$ cat config.mk
export PLATFORM = sky130hd
export DESIGN_NAME = multdiv_issue
export DESIGN_NICKNAME = d
export VERILOG_FILES = /design/src/rtl/multdiv_issue_pkg.sv /design/src/rtl/multdiv_issue_watchdog.sv /design/src/rtl/multdiv_issue.sv
export SDC_FILE = /design/constraint.sdc
export NUM_CORES = 1
export LEC_CHECK = 0
export BUFFER_PORTS_ARGS = -buffer_cell sky130_fd_sc_hd__buf_2
export CAP_MARGIN = 25
export CORE_UTILIZATION = 41
export CTS_CLUSTER_DIAMETER = 40
export DETAILED_ROUTE_END_ITERATION = 10
export HOLD_SLACK_MARGIN = 0.02
export PLACE_DENSITY = 0.73
export SYNTH_ARGS = -nofsm -noshare
export SYNTH_HDL_FRONTEND = slang
export SYNTH_HIERARCHICAL = 1
export SYNTH_SLANG_ARGS = --single-unit
export TNS_END_PERCENT = 1
$ cat constraint.sdc
create_clock -name clock -period 3.1 [get_ports clock]
set_input_delay 0.465 -clock clock [delete_from_list [all_inputs] [get_ports clock]]
set_output_delay 0.465 -clock clock [all_outputs]
set_load 0.005 [all_outputs]
$ cat src/rtl/multdiv_issue_pkg.sv
// Shared definitions for the mult/div issue controller.
// State encoding, default sizing and the nominal unit latency.
package multdiv_issue_pkg;

  typedef enum logic [1:0] {
    S_IDLE  = 2'd0,
    S_START = 2'd1,
    S_WAIT  = 2'd2,
    S_DONE  = 2'd3
  } mdState_t;

  localparam int DEFAULT_WIDTH   = 32;
  localparam int DEFAULT_TIMEOUT = 40;
  localparam int DEFAULT_CNT_W   = 6;
  localparam int MD_LATENCY      = 33;

endpackage

$ cat src/rtl/multdiv_issue_watchdog.sv
// Watchdog counter for the WAIT state of the mult/div issue block.
// Flags the cycle in which the count sits at TIMEOUT-1.
module md_watchdog
  import multdiv_issue_pkg::*;
#(
  parameter int CNT_W   = DEFAULT_CNT_W,
  parameter int TIMEOUT = DEFAULT_TIMEOUT
) (
  input  logic clock,
  input  logic reset,
  input  logic clear,
  input  logic enable,
  output logic terminal
);

  localparam logic [CNT_W-1:0] LAST = CNT_W'(TIMEOUT - 1);

  logic [CNT_W-1:0] count;

  always_ff @(posedge clock or posedge reset) begin
    if (reset) begin
      count <= '0;
    end else if (clear) begin
      count <= '0;
    end else if (enable) begin
      count <= count + CNT_W'(1);
    end
  end

  assign terminal = (count == LAST);

endmodule

$ cat src/rtl/multdiv_issue.sv
// Processor-side initiator for the iterative mult/div units.
// Latches a request, pulses start, waits for ready, presents writeback.
module multdiv_issue
  import multdiv_issue_pkg::*;
#(
  parameter int WIDTH   = DEFAULT_WIDTH,
  parameter int TIMEOUT = DEFAULT_TIMEOUT,
  parameter int CNT_W   = DEFAULT_CNT_W
) (
  input  logic             clock,
  input  logic             reset,
  input  logic             ctrl_MULT,
  input  logic             ctrl_DIV,
  input  logic [WIDTH-1:0] opA,
  input  logic [WIDTH-1:0] opB,
  input  logic [4:0]       destReg,
  input  logic             wb_hold,
  input  logic             md_ready,
  input  logic [WIDTH-1:0] md_result,
  input  logic             md_exception,
  output logic             md_start,
  output logic             md_isDiv,
  output logic [WIDTH-1:0] md_opA,
  output logic [WIDTH-1:0] md_opB,
  output logic             stall,
  output logic             wb_valid,
  output logic [4:0]       wb_reg,
  output logic [WIDTH-1:0] wb_data,
  output logic             wb_exception
);

  mdState_t state;
  mdState_t nextState;

  logic request;
  logic divZero;
  logic loadReq;
  logic capReady;
  logic capTimeout;
  logic wdClear;
  logic wdEnable;
  logic wdTerminal;

  assign request = ctrl_MULT | ctrl_DIV;
  assign divZero = ctrl_DIV && (opB == '0);

  always_comb begin
    nextState  = state;
    loadReq    = 1'b0;
    capReady   = 1'b0;
    capTimeout = 1'b0;
    unique case (state)
      S_IDLE: begin
        if (request) begin
          loadReq   = 1'b1;
          nextState = divZero ? S_DONE : S_START;
        end
      end
      S_START: nextState = S_WAIT;
      S_WAIT: begin
        // ready is only trusted here; in START it may be the previous op's level
        if (md_ready) begin
          capReady  = 1'b1;
          nextState = S_DONE;
        end else if (wdTerminal) begin
          capTimeout = 1'b1;
          nextState  = S_DONE;
        end
      end
      S_DONE: begin
        if (!wb_hold) nextState = S_IDLE;
      end
      default: nextState = S_IDLE;
    endcase
  end

  always_ff @(posedge clock or posedge reset) begin
    if (reset) begin
      state <= S_IDLE;
    end else begin
      state <= nextState;
    end
  end

  always_ff @(posedge clock or posedge reset) begin
    if (reset) begin
      md_opA       <= '0;
      md_opB       <= '0;
      md_isDiv     <= 1'b0;
      wb_reg       <= '0;
      wb_data      <= '0;
      wb_exception <= 1'b0;
    end else if (loadReq) begin
      md_opA       <= opA;
      md_opB       <= opB;
      md_isDiv     <= ctrl_DIV;
      wb_reg       <= destReg;
      wb_data      <= '0;
      wb_exception <= divZero;
    end else if (capReady) begin
      wb_data      <= md_result;
      wb_exception <= md_exception;
    end else if (capTimeout) begin
      wb_data      <= '0;
      wb_exception <= 1'b1;
    end
  end

  assign wdClear  = (state == S_START);
  assign wdEnable = (state == S_WAIT) && !md_ready && !wdTerminal;

  md_watchdog #(
    .CNT_W  (CNT_W),
    .TIMEOUT(TIMEOUT)
  ) u_watchdog (
    .clock   (clock),
    .reset   (reset),
    .clear   (wdClear),
    .enable  (wdEnable),
    .terminal(wdTerminal)
  );

  assign md_start = (state == S_START);
  assign wb_valid = (state == S_DONE);
  assign stall    = (state != S_IDLE) || request;

endmodule
# [Yosys cells after proc, flatten, opt, wreduce, memory -nomap -nowiden]
# Index checks and enable logic that the tools add are counted.
[classes] n_eq_ne=7 bitwise_logic=1 n_reduce_logical=12 add_sub_neg=1 n_mux=21
[op_table] operator="32-bit two-way mux" count=3
[op_table] operator="32-bit zero test" count=1
[op_table] operator="6-bit two-way mux" count=2
[op_table] operator="1-bit two-way mux" count=10
[op_table] operator="2-bit two-way mux" count=5
[op_table] operator="2-bit case mux with 4 select lines" count=1
[op_table] operator="6-bit by 1-bit adder with 6-bit output (second input constant)" count=1
[op_table] operator="6-bit equality test (second input constant)" count=1
[op_table] operator="2-bit equality test (second input constant)" count=2
[op_table] operator="2-bit inequality test (second input constant)" count=2
[op_table] operator="2-bit nonzero test" count=2
[op_table] operator="1-bit logical AND" count=3
[op_table] operator="3-bit inequality test (second input constant)" count=1
[op_table] operator="3-bit AND reduction" count=1
[op_table] operator="3-bit nonzero test" count=1
[op_table] operator="2-bit by 1-bit equality test with 1-bit output (second input constant)" count=1
[op_table] operator="1-bit zero test" count=2
[op_table] operator="2-bit zero test" count=1
[op_table] operator="1-bit logical OR" count=1
[op_table] operator="1-bit bitwise OR" count=1
[word_totals] out_inout_bits=106 register_bits=111

# [Logic depth before layout (Yosys ltp)]
[logic_depth] word_depth=7 ltp_mapped=8 depth_no_buf=7

# [Cells and area by module]
# Netlist, hierarchy kept.
[modules_own_cells] module="multdiv_issue" seq_area_each_um2=2627.5 instances=1 area_per_inst_um2=4067.7 cells_each=265
[modules_own_cells] module="md_watchdog" seq_area_each_um2=150.1 instances=1 area_per_inst_um2=285.3 cells_each=27

# [Worst setup path before layout]
# Ideal clock, no wire load.
[synth_path] path_kind="flip-flop to flip-flop" from="register u_watchdog.count[0]" to="register u_watchdog.count[5]" path_stages_with_launch=8 path_slack_ns=1.038 path_buffers=0 t_arrival_ns=1.984 setup_time_ns=0.078 cell_sequence="dfrtp_1 > ha_1 > nand4b_1 > nor2_1 > nor3b_1 > nand4_2 > or3_1 > a21oi_1"
[synth_via] elab_chain_len=4
[synth_rtl] item="start: declaration" line="multdiv_issue_watchdog.sv:18" rtl="logic [CNT_W-1:0] count;"
[synth_rtl] item="start signal: assignment" line="multdiv_issue_watchdog.sv:26" rtl="count <= count + CNT_W'(1);"
[synth_rtl] item="6-bit equality test" line="multdiv_issue_watchdog.sv:30" rtl="assign terminal = (count == LAST);"
[synth_rtl] item="named net wdTerminal" line="multdiv_issue.sv:42" rtl="logic wdTerminal;"
[synth_rtl] item="1-bit zero test" line="multdiv_issue.sv:110" rtl="assign wdEnable = (state == S_WAIT) && !md_ready && !wdTerminal;"
[synth_rtl] item="1-bit logical AND" line="multdiv_issue.sv:110"
[synth_rtl] item="named net wdEnable" line="multdiv_issue.sv:41" rtl="logic wdEnable;"
[synth_rtl] item="2-bit nonzero test (no source line)"
# The timed path passes the listed nets, and every way through them passes these cells. The select of a mux whose other input is x is not followed.
# A chain may end at the register's enable or synchronous reset.

# [Worst setup path after layout]
# Same ends and word-level chain as after synthesis.

==> flow_summary_export.csv <==
group,metric,value,unit
cells_and_area,utilization,0.559,
grt,grt.overflow.total,0,
clocking,cts_setup_buffers,0,
power_and_ir_drop,p_leak,2.97,nW
synthesis,yosys_warnings,6,
floorplanning,fp.dieH,105,um
setup_path,timing.rr.start,"u_watchdog/count[0]",
setup_path,worstPathArrival,2.24,ns
cells_and_area,top_regs,"md_opA (32), md_opB (32), wb_data (32)",
floorplanning,io_pins,214,
cells_and_area,most-common-layout-cells,"213 x buf_2, 111 x dfrtp_1, 69 x mux2_2",
clocking,ctsResizeCount,0,
sta,clock.fmax,512,MHz
synthesis,synthAdderAreaFrac,0.0172,
placement,globalplace.congestion,0.777,
sta,fin_tns_setup,0,ns
synthesis,synth_area_leaders,"dfrtp_1 64%, mux2_2 18%, a22o_1 6.8%",
setup_path,reg2reg_to,"u_watchdog/count[5]",
setup_path,startpoint_type,"register",
floorplanning,initial_core_util,0.422,
synthesis,synth-async-reset-ratio,1.00,
synthesis,synth_top_cell_by_area,"dfrtp_1",
status,status,"finished clean",
sta,min_period_over_period,0.630,
clocking,path_clk_slew,0.10,ns
routing,viasPerCell,4.96,
synthesis,synth_fp_nets,406,
sta,relSlewSlack,0.710,
power_and_ir_drop,powerDensity,978,nW/um^2
sta,skew,0.0130,ns
grt,grt_pass1_wl,16300,um
floorplanning,rows,37,
routing,wire_per_inst,16.0,um
placement,numPortBuffers,213,
placement,dpl_worst_slack,0.669,ns
setup_path,crit_chain,"ha_1 > nand4b_1 > nor2_1 > nor3b_1 > buf_4 > nand4_2 > or3_1 > a21oi_1",
synthesis,synth_top_family_by_area,"multiplexers",
synthesis,synth.distinct_cells,29,
sta,maxSlewViolCount,0,
synthesis,synth_seq_area_share,0.638,
synthesis,synth.top_cell.area_share,0.638,
floorplanning,coreArea,10300,um^2
clocking,clkSinkCount,111,
grt,track_usage,0.191,
placement,dp_hpwl,7840,um
routing,vias,3217,
synthesis,synth_compound_area_frac,0.0813,
sta,setup_viol,0,
floorplanning,die_w,105,um
floorplanning,dieArea,11000,um^2
run,maxCapViolations,0,
routing,drc,0,
synthesis,yosys_most_used_dff,"dfrtp_1",
cells_and_area,antenna_cells,0,
sta,worstMarginPinSlew,0.431,ns
cells_and_area,final_layout_size_suffix_gt1_frac,0.600,
worst_hold_path,hp-class,"in -> async",
setup_path,critPathSlowestCell,"dfrtp_1",
synthesis,syn_area_per_cell,14.9,um^2
clocking,htree_num_levels,3,
setup_path,end_kind,"register",
synthesis,synthMuxAreaShare,0.181,
clocking,clock_path_buffers,2,
setup_path,worstPathRequired,3.38,ns
setup_path,r2r.worst_path.cells,8,
cells_and_area,fill_cells,866,
synthesis,synthXorXnorAreaFrac,0.00805,
sta,hold_viol_final,0,
clocking,clk_latency,0.36,ns
synthesis,synth_simple_gate_area_frac,0.0437,
setup_path,rrSetupSlack,1.15,ns
setup_path,critPathKind,"reg -> reg",
routing,first_iter_violations,133,
setup_path,cp_max_fo,6,
synthesis,syn_inst,292,
routing,drt.antenna.violating_nets,0,
sta,fin_ws,1.15,ns
grt,grt_max_degree,43,
clocking,numCtsBuffers,9,
sta,rsz0062_at_grt,"false",
cells_and_area,area_delta_synth_final,32.6,%
synthesis,synth_edf_count,0,
cells_and_area,final_common_cell,"buf_2",
clocking,cts_tree,"built",
routing,drt_wl_total,10300,um
synthesis,netlist_area,4350,um^2
sta,timing.final.crit_period,1.95,ns
grt,first_global_vias,3327,
setup_path,slowest_delay,0.43,ns
cells_and_area,fin_nets,621,
power_and_ir_drop,peakVddDrop,0.388,mV
clocking,root_buffer,"clkbuf_8",
synthesis,ys_ff_latch,111,
routing,dr.pass1.iters,4,
clocking,cts_hold_buffers,0,
grt,antenna_found_initial,0,
per-stage QoR:
step | hold WS (ns) | total power [mW] | cells | area (um^2)
after floorplan | 0.256 | 3.85 | 292 | 4360
after global placement | 0.424 | 4.73 | 631 | 5560
after detailed placement | 0.437 | 4.84 | 631 | 5560
after CTS | 0.0300 | 5.70 | 647 | 5750
after global routing | 0.0415 | 6.04 | 648 | 5770
final | 0.0453 | 5.65 | 648 | 5770
metal layers:
metal / track usage / share of wire / wire, um
met5: 0 / 0 / 0
met4: 0.0835 / 0.013 / 138
met3: 0.0555 / 0.078 / 808
met2: 0.318 / 0.50 / 5200
met1: 0.231 / 0.41 / 4190
layout make-up:
class                      instances  area [um^2]  share of cell area
clock buffer                      11          131              0.0228
clock inverter                     5         58.8              0.0102
inverter                           6         26.3             0.00455
multi-input combinational        159         1450               0.252
sequential                       111         2780               0.481
tap                              136          170              0.0295
timing repair buffer             220         1160               0.200
worst max path at each step:
stage / cells past startpoint / end / start / slack (ns)
6_report: 8 / u_watchdog/count[5] / u_watchdog/count[0] / 1.15
5_1_grt: 8 / u_watchdog/count[5] / u_watchdog/count[0] / 1.04
4_1_cts: 6 / wb_exception / state[0] / 0.95
3_5_place_dp: 5 / wb_exception / ctrl_DIV / 0.67
3_3_place_gp: 5 / wb_exception / ctrl_DIV / 0.74
2_1_floorplan: 7 / u_watchdog/count[5] / u_watchdog/count[0] / 1.04
critical path, delay by kind of cell (launching register included):
family	cells	cell delay, ns
buffers and inverters	1	0.19
adders and majority gates	1	0.24
DFF	1	0.43
AOI/OAI and AO/OA	1	0.15
and+or+nand+nor	5	0.86
Yosys cell counts, types with 2 or more instances:
cell       n
nor2_1    11
o21ai_0    3
dfrtp_1  111
buf_2     11
buf_6      5
nor4_1     6
inv_1      6
nand2_1    8
xor2_1     3
mux2_2    69
o31ai_1    2
a22o_1    34
nand4_1    2
ha_1       6
where the power goes:
| part | total [mW] | switching (mW) | internal [mW] |
|---|---|---|---|
| sequential | 2.50 | 0.351 | 2.15 |
| combinational | 2.31 | 0.998 | 1.31 |
| clock | 0.839 | 0.464 | 0.375 |
| total | 5.65 | 1.81 | 3.83 |
cells by family after synthesis:
group | count (synthesis)
flops | 111
mux | 70
compound gates | 43
simple gates | 36
buf+inv | 22
fa+ha+maj | 6
xor+xnor | 4
(Power assumes the default switching activity.)
